## config.mk

```make
export PLATFORM = sky130hd
export DESIGN_NAME = fb_sdram_writer
export DESIGN_NICKNAME = d
export VERILOG_FILES = /design/src/rtl/fb_sdram_pkg.sv /design/src/rtl/sync_fifo.sv /design/src/rtl/fb_sdram_writer.sv
export SDC_FILE = /design/constraint.sdc
export NUM_CORES = 1
export LEC_CHECK = 0
export ABC_AREA = 1
export CORE_MARGIN = 2
export CORE_UTILIZATION = 56
export DETAILED_ROUTE_END_ITERATION = 8
export PLACE_DENSITY_LB_ADDON = 0.08
export REMOVE_ABC_BUFFERS = 1
export SLEW_MARGIN = 20
export SYNTH_ARGS = -nofsm -noshare
export SYNTH_HDL_FRONTEND = slang
export SYNTH_SLANG_ARGS = --single-unit
export TNS_END_PERCENT = 30
```

## constraint.sdc

```tcl
create_clock -name clk -period 4.4 [get_ports clk]
set_input_delay 0.44 -clock clk [delete_from_list [all_inputs] [get_ports clk]]
set_output_delay 0.44 -clock clk [all_outputs]
set_load 0.02 [all_outputs]
```

## src/rtl/fb_sdram_pkg.sv

```systemverilog
// fb_sdram_pkg: shared types and address math for the frame-buffer SDRAM writer.
package fb_sdram_pkg;

    typedef enum logic {IDLE, REQ} wr_state_t;

    typedef struct packed {
        logic [31:0] addr;
        logic [31:0] data;
        logic        last;
    } fb_word_t;

    function automatic logic [31:0] word_addr(input int unsigned base, input int unsigned h_res,
                                              input int unsigned cx, input int unsigned cy);
        return base + cy * (h_res / 2) + (cx >> 1);
    endfunction

endpackage

```

## src/rtl/sync_fifo.sv

```systemverilog
// sync_fifo: single-clock first-word-fall-through FIFO; also exposes the entry behind the head.
module sync_fifo #(
    parameter type T = logic [7:0],
    parameter int DEPTH = 16,
    localparam int AW = $clog2(DEPTH),
    localparam int CW = AW + 1
) (
    input  logic          clk,
    input  logic          rst_n,
    input  logic          push,
    input  T              wr_data,
    input  logic          pop,
    output T              rd_data,
    output T              rd_nxt,
    output logic          full,
    output logic          empty,
    output logic [CW-1:0] count
);
    T mem_q [DEPTH];
    logic [AW-1:0] wr_ptr_q, wr_ptr_d, rd_ptr_q, rd_ptr_d;
    logic [CW-1:0] count_q, count_d;

    always_comb begin
        wr_ptr_d = wr_ptr_q + AW'(push);
        rd_ptr_d = rd_ptr_q + AW'(pop);
        count_d  = count_q + CW'(push) - CW'(pop);
    end

    assign rd_data = mem_q[rd_ptr_q];
    assign rd_nxt  = mem_q[rd_ptr_q + AW'(1)];
    assign full    = count_q == CW'(DEPTH);
    assign empty   = count_q == '0;
    assign count   = count_q;

    always_ff @(posedge clk)
        if (push) mem_q[wr_ptr_q] <= wr_data;

    always_ff @(posedge clk) begin
        if (!rst_n) begin
            wr_ptr_q <= '0;
            rd_ptr_q <= '0;
            count_q  <= '0;
        end else begin
            wr_ptr_q <= wr_ptr_d;
            rd_ptr_q <= rd_ptr_d;
            count_q  <= count_d;
        end
    end

endmodule

```

## src/rtl/fb_sdram_writer.sv

```systemverilog
// fb_sdram_writer: packs RGB565 pixel pairs into 32-bit words and issues single-word SDRAM writes.
module fb_sdram_writer
    import fb_sdram_pkg::*;
#(
    parameter int BIT_WIDTH  = 10,
    parameter int H_RES      = 640,
    parameter int V_RES      = 480,
    parameter int DATA_WIDTH = 32,
    parameter int ADDR_WIDTH = 18,
    parameter int BASE_ADDR  = 0,
    parameter int FIFO_DEPTH = 16
) (
    input  logic                  clk,
    input  logic                  rst_n,
    input  logic                  i_vde,
    input  logic [BIT_WIDTH-1:0]  i_cx,
    input  logic [BIT_WIDTH-1:0]  i_cy,
    input  logic [15:0]           i_rgb,
    output logic [ADDR_WIDTH-1:0] o_addr,
    output logic [DATA_WIDTH-1:0] o_data,
    output logic                  o_we,
    output logic                  o_req,
    input  logic                  i_ack,
    output logic                  o_overflow,
    output logic                  o_frame_done
);
    localparam int CW = $clog2(FIFO_DEPTH) + 1;

    wr_state_t state_q, state_d;
    logic [15:0] lo_q, lo_d;
    logic [ADDR_WIDTH-1:0] addr_q, addr_d;
    logic [DATA_WIDTH-1:0] data_q, data_d;
    logic req_q, req_d, last_q, last_d, ovf_q, ovf_d, done_q, done_d, avail_q, avail_d;
    logic accept, push_req, push, pop, full, empty, unused_addr_bits;
    logic [CW-1:0] count;
    fb_word_t in_word, head, nxt, load;

    assign accept   = i_vde && int'(i_cx) < H_RES && int'(i_cy) < V_RES;
    assign push_req = accept && i_cx[0];
    assign pop      = state_q == REQ && i_ack;
    assign push     = push_req && (!full || pop);
    assign in_word  = '{addr: word_addr(BASE_ADDR, H_RES, 32'(i_cx), 32'(i_cy)),
                        data: {i_rgb, lo_q},
                        last: int'(i_cx) == H_RES - 1 && int'(i_cy) == V_RES - 1};
    assign unused_addr_bits = ^{head.addr, nxt.addr, in_word.addr};

    sync_fifo #(.T(fb_word_t), .DEPTH(FIFO_DEPTH)) u_fifo (
        .clk(clk), .rst_n(rst_n), .push(push), .wr_data(in_word), .pop(pop),
        .rd_data(head), .rd_nxt(nxt), .full(full), .empty(empty), .count(count)
    );

    // avail_q delays the idle launch one cycle; on an ack the follow-up word comes from
    // the entry behind the head, or straight from the input if it is arriving this edge.
    always_comb begin
        state_d = state_q;
        addr_d  = addr_q;
        data_d  = data_q;
        req_d   = req_q;
        last_d  = last_q;
        lo_d    = (accept && !i_cx[0]) ? i_rgb : lo_q;
        ovf_d   = ovf_q || (push_req && !push);
        done_d  = pop && last_q;
        avail_d = !empty;
        load    = (state_q == IDLE) ? head : (count > CW'(1)) ? nxt : in_word;
        if ((state_q == IDLE && avail_q && !empty) || (pop && (count > CW'(1) || push))) begin
            state_d = REQ;
            req_d   = 1'b1;
            addr_d  = load.addr[ADDR_WIDTH-1:0];
            data_d  = load.data;
            last_d  = load.last;
        end else if (pop) begin
            state_d = IDLE;
            req_d   = 1'b0;
        end
    end

    always_ff @(posedge clk) begin
        if (!rst_n) begin
            state_q <= IDLE;
            lo_q    <= '0;
            addr_q  <= '0;
            data_q  <= '0;
            req_q   <= 1'b0;
            last_q  <= 1'b0;
            ovf_q   <= 1'b0;
            done_q  <= 1'b0;
            avail_q <= 1'b0;
        end else begin
            state_q <= state_d;
            lo_q    <= lo_d;
            addr_q  <= addr_d;
            data_q  <= data_d;
            req_q   <= req_d;
            last_q  <= last_d;
            ovf_q   <= ovf_d;
            done_q  <= done_d;
            avail_q <= avail_d;
        end
    end

    assign o_addr       = addr_q;
    assign o_data       = data_q;
    assign o_req        = req_q;
    assign o_we         = req_q;
    assign o_overflow   = ovf_q;
    assign o_frame_done = done_q;

endmodule

```

==> run_results.csv <==
group,metric,value,unit
logic_synthesis,postSynth.topFlopCell,"sky130_fd_sc_hd__edfxtp_1",
setup_path,timing.critical_path.fanout_max,55,
sta,timing.final.crit_share,0.7318,
route,vias,35360,
die,std_cell_rows,103,
sta,final_hold_viol_count,0,
die,core_region_area,0.07913,mm²
placement,hpwl,66080,µm
setup_path,timing.rr.start,"u_fifo.rd_ptr_q[2]",
logic_synthesis,mappedNetlistArea,0.04482,mm²
setup_path,required,4.98,ns
setup_path,startpoint_type_of_the_worst_setup_path,"flop",
die,die-height,286.9,µm
power_and_ir_drop,vdd_drop_max,0.8305,mV
grt,grt_util_all_layers,0.3102,
sta,report.final.slew_viol_count,0,
clocking,cts_resized,0,
placement,port-buffer-count,93,
cells_and_area,drive_above_1_share,0.08657,
die,die-area,0.08231,mm²
sta,final.setup.worst_slack,1.180,ns
clocking,tritoncts,"done",
setup_path,worst_path_largest_cell_delay,0.92,ns
route,drt_iter0_drc,4452,
hold_path,hp-class,"in -> reg",
die,start_util,0.5664,
grt,grt_max_degree,331,
route,route.detailed.wl_per_inst,23.24,µm
clocking,cts_made_buffers,96,
clocking,cts-root-buf,"sky130_fd_sc_hd__clkbuf_16",
hold_path,hold_ep,"o_frame_done",
grt,grt_antenna_before_repair,1,
logic_synthesis,yosysWarningCount,0,
clocking,clock-sinks,900,
setup_path,crit_path_top_delay_cell,"sky130_fd_sc_hd__dfxtp_4",
setup_path,crit_chain,"nand3_1 > xor2_4 > buf_4 > nand3_1 > nand3_1 > o211ai_1 > a21oi_1",
die,fp.dieW,286.9,µm
logic_synthesis,yosysTopAreaCell,"sky130_fd_sc_hd__edfxtp_1",
sta,worstMarginPinSlew,1.159,ns
setup_path,worstSetupEndpointType,"flop",
logic_synthesis,syn_inst,4527,
placement,pre_cts_ws,0.7452,ns
logic_synthesis,synth.ff_latch_count,900,
logic_synthesis,synth.top_cells.by_area,"sky130_fd_sc_hd__edfxtp_1 (55%), sky130_fd_sc_hd__o21ai_0 (8.1%), sky130_fd_sc_hd__o211ai_1 (6.9%)",
hold_path,hold_path_depth,3,
sta,final_period_minus_worst_setup_slack,3.220,ns
cells_and_area,final_net_count,4497,
setup_path,kind_of_critical_path,"reg -> reg",
route,average_vias_per_placed_instance,6.365,
route,drt_pass1_iterations,8,
route,antenna_left,0,
logic_synthesis,synth.cells.most_frequent,"sky130_fd_sc_hd__edfxtp_1 (816), sky130_fd_sc_hd__o21ai_0 (727), sky130_fd_sc_hd__o211ai_1 (410), sky130_fd_sc_hd__nor2_1 (408), sky130_fd_sc_hd__a21oi_1 (406)",
hold_path,worstHoldStart,"i_ack",
grt,grt_overflow_total,0,
job,cap_viol_max_count,0,
sta,slew_headroom,0.2263,
sta,clock.fmax,310.6,MHz
clocking,htree_num_levels,3,
cells_and_area,areaGrowthSynthToFinish,10.48,%
route,detail_route.drc_violations,0,
cells_and_area,layout.cells.non_filler,5556,
setup_path,arrival,3.80,ns
outcome,outcome,"completed",
logic_synthesis,synth_edf_count,816,
setup_path,cp_common_cell,"sky130_fd_sc_hd__nand3_1",
grt,first_global_vias,33250,
power_and_ir_drop,power_leakage,0.01698,µW
setup_path,r2r.worst_path.cells,7,
logic_synthesis,synth_seq_area_share,0.5842,
grt,global_route_wire_length_before_repair,196000,µm
logic_synthesis,yosys.cell_types.count,33,
placement,post-place-cells,5374,
sta,final.setup_skew,0.02628,ns
logic_synthesis,syn-mean-instance-area,9.901,µm²
logic_synthesis,synth-async-reset-ratio,0,
route,detail_route.wirelength,129100,µm
setup_path,r2r_end,"o_data[3]",
clocking,post_cts.repair.setup_buffers,0,
clocking,max-clock-path-buffers,3,
clocking,clkSlewWorstSetupHoldPaths,0.06,ns
die,design.portCount,94,
setup_path,worst-r2r-setup-slack,1.18,ns
power_and_ir_drop,cellPowerDensity,483.0,mW/mm²
sta,grt_setup_unrepaired,"no",
sta,report.final.setup_viol,0,
placement,gp_congestion,0.7969,
clocking,cts_hold_buf,0,
cells_and_area,finalCoreUtilization,0.6258,
logic_synthesis,synth_top_area_share,0.5467,
clocking,worst_skew_pair.late_latency,0.67,ns
logic_synthesis,yosysMostFrequentCell,"sky130_fd_sc_hd__edfxtp_1",
## stage by stage
| stage | cell area, µm² | hold WS, ns | TNS, ns | power, µW |
|---|---|---|---|---|
| after floorplan | 42910 | 0.4065 | -1886.14 | 13670 |
| after detailed placement | 46350 | 0.4541 | 0 | 15840 |
| after global routing | 49520 | 0.4125 | 0 | 24970 |
| after global placement | 46350 | 0.4664 | 0 | 15750 |
| after CTS | 49510 | 0.3635 | 0 | 23920 |
| final | 49520 | 0.3790 | 0 | 23920 |
## sequential cells by signal, summed over array words and instances, names as in the netlist
| signal | flops |
|---|---|
| o_data | 32 |
| avail_q | 1 |
| last_q | 1 |
| u_fifo.count | 5 |
| o_req | 1 |
| o_frame_done | 1 |
| o_addr | 18 |
| o_overflow | 1 |
| u_fifo.rd_ptr_q | 4 |
| u_fifo.wr_ptr_q | 4 |
| u_fifo.mem_q | 816 |
| lo_q | 16 |
## placed cells by master (no fill, tap or decap), drive strengths merged
| cell type | netlist | layout |
|---|---|---|
| or2 | 2 | 2 |
| clkbuf | 162 | 130 |
| o21ai | 890 | 890 |
| clkinv | 0 | 35 |
| nor4 | 2 | 2 |
| o211ai | 410 | 410 |
| diode | 0 | 1 |
| dfxtp | 84 | 84 |
| bufinv | 0 | 9 |
| fa | 3 | 3 |
| xnor2 | 5 | 5 |
| nor2 | 408 | 408 |
| buf | 221 | 88 |
| nand3 | 320 | 320 |
| xor2 | 4 | 4 |
| o221ai | 4 | 4 |
| a21oi | 514 | 514 |
| inv | 364 | 369 |
| o22ai | 1 | 1 |
| nand3b | 1 | 1 |
| clkinvlp | 0 | 2 |
| clkdlybuf4s50 | 0 | 92 |
| nor3 | 2 | 2 |
| ha | 32 | 32 |
| edfxtp | 816 | 816 |
| and2 | 1 | 1 |
| nand2 | 271 | 271 |
| nand4 | 9 | 9 |
| o21a | 1 | 1 |
## routing by layer
metal	vias up	GRT usage	wire length [µm]
met5	-	0	0
li1	16240	-	-
met3	284	0.04929	11870
met1	17060	0.4377	54030
met4	0	0.1082	3854
met2	1784	0.4905	59350
## final cells by class
| class | count | area (µm²) |
|---|---|---|
| Sequential cell | 900 | 26200 |
| Clock inverter | 51 | 528.0 |
| Tap cell | 1050 | 1314 |
| Fill cell | 6399 | 29610 |
| Antenna cell | 1 | 2.502 |
| Timing Repair Buffer | 180 | 1894 |
| Inverter | 364 | 1393 |
| Clock buffer | 130 | 2640 |
| Multi-Input combinational cell | 2880 | 15540 |
## logic make-up (layout without fill, tap and decap cells)
family                   Yosys count  count (layout)  synth area share
buffers and inverters            747             725           0.07322
other                              0               1                 0
AND/OR/NAND/NOR                 1016            1016           0.09494
flip-flops                       900             900            0.5842
adder cells (fa/ha/maj)           35              35           0.01027
AO/OA/AOI/OAI                   1820            1820            0.2356
XOR/XNOR                           9               9          0.001759
## power by group
part           total (µW)  switching [µW]  leakage [µW]  internal [µW]
Clock                8150            3400       0.00155           4750
Combinational        5990            4120       0.00735           1870
Sequential           9780             182       0.00808           9600
## worst max-delay path: cells and delay by family, from the launching register on
kind	cells	cell delay, ns
AO/OA/AOI/OAI	2	0.28
flip-flops	1	0.92
XOR/XNOR	1	0.23
AND/OR/NAND/NOR	3	0.78
buffers and inverters	1	0.88
## worst max-delay path by stage
stage	from	end	slack, ns	cells past startpoint
floorplan	u_fifo.rd_ptr_q[0]	last_q	-29.56	7
global placement	i_cx[8]	u_fifo.mem_q[11][19]	0.77	9
detailed placement	i_cy[1]	u_fifo.mem_q[4][49]	0.75	11
CTS	u_fifo.rd_ptr_q[2]	o_data[3]	1.24	7
global route	u_fifo.rd_ptr_q[2]	o_data[3]	1.10	7
finish	u_fifo.rd_ptr_q[2]	o_data[3]	1.18	7
Power figures use the tool's default switching activity.
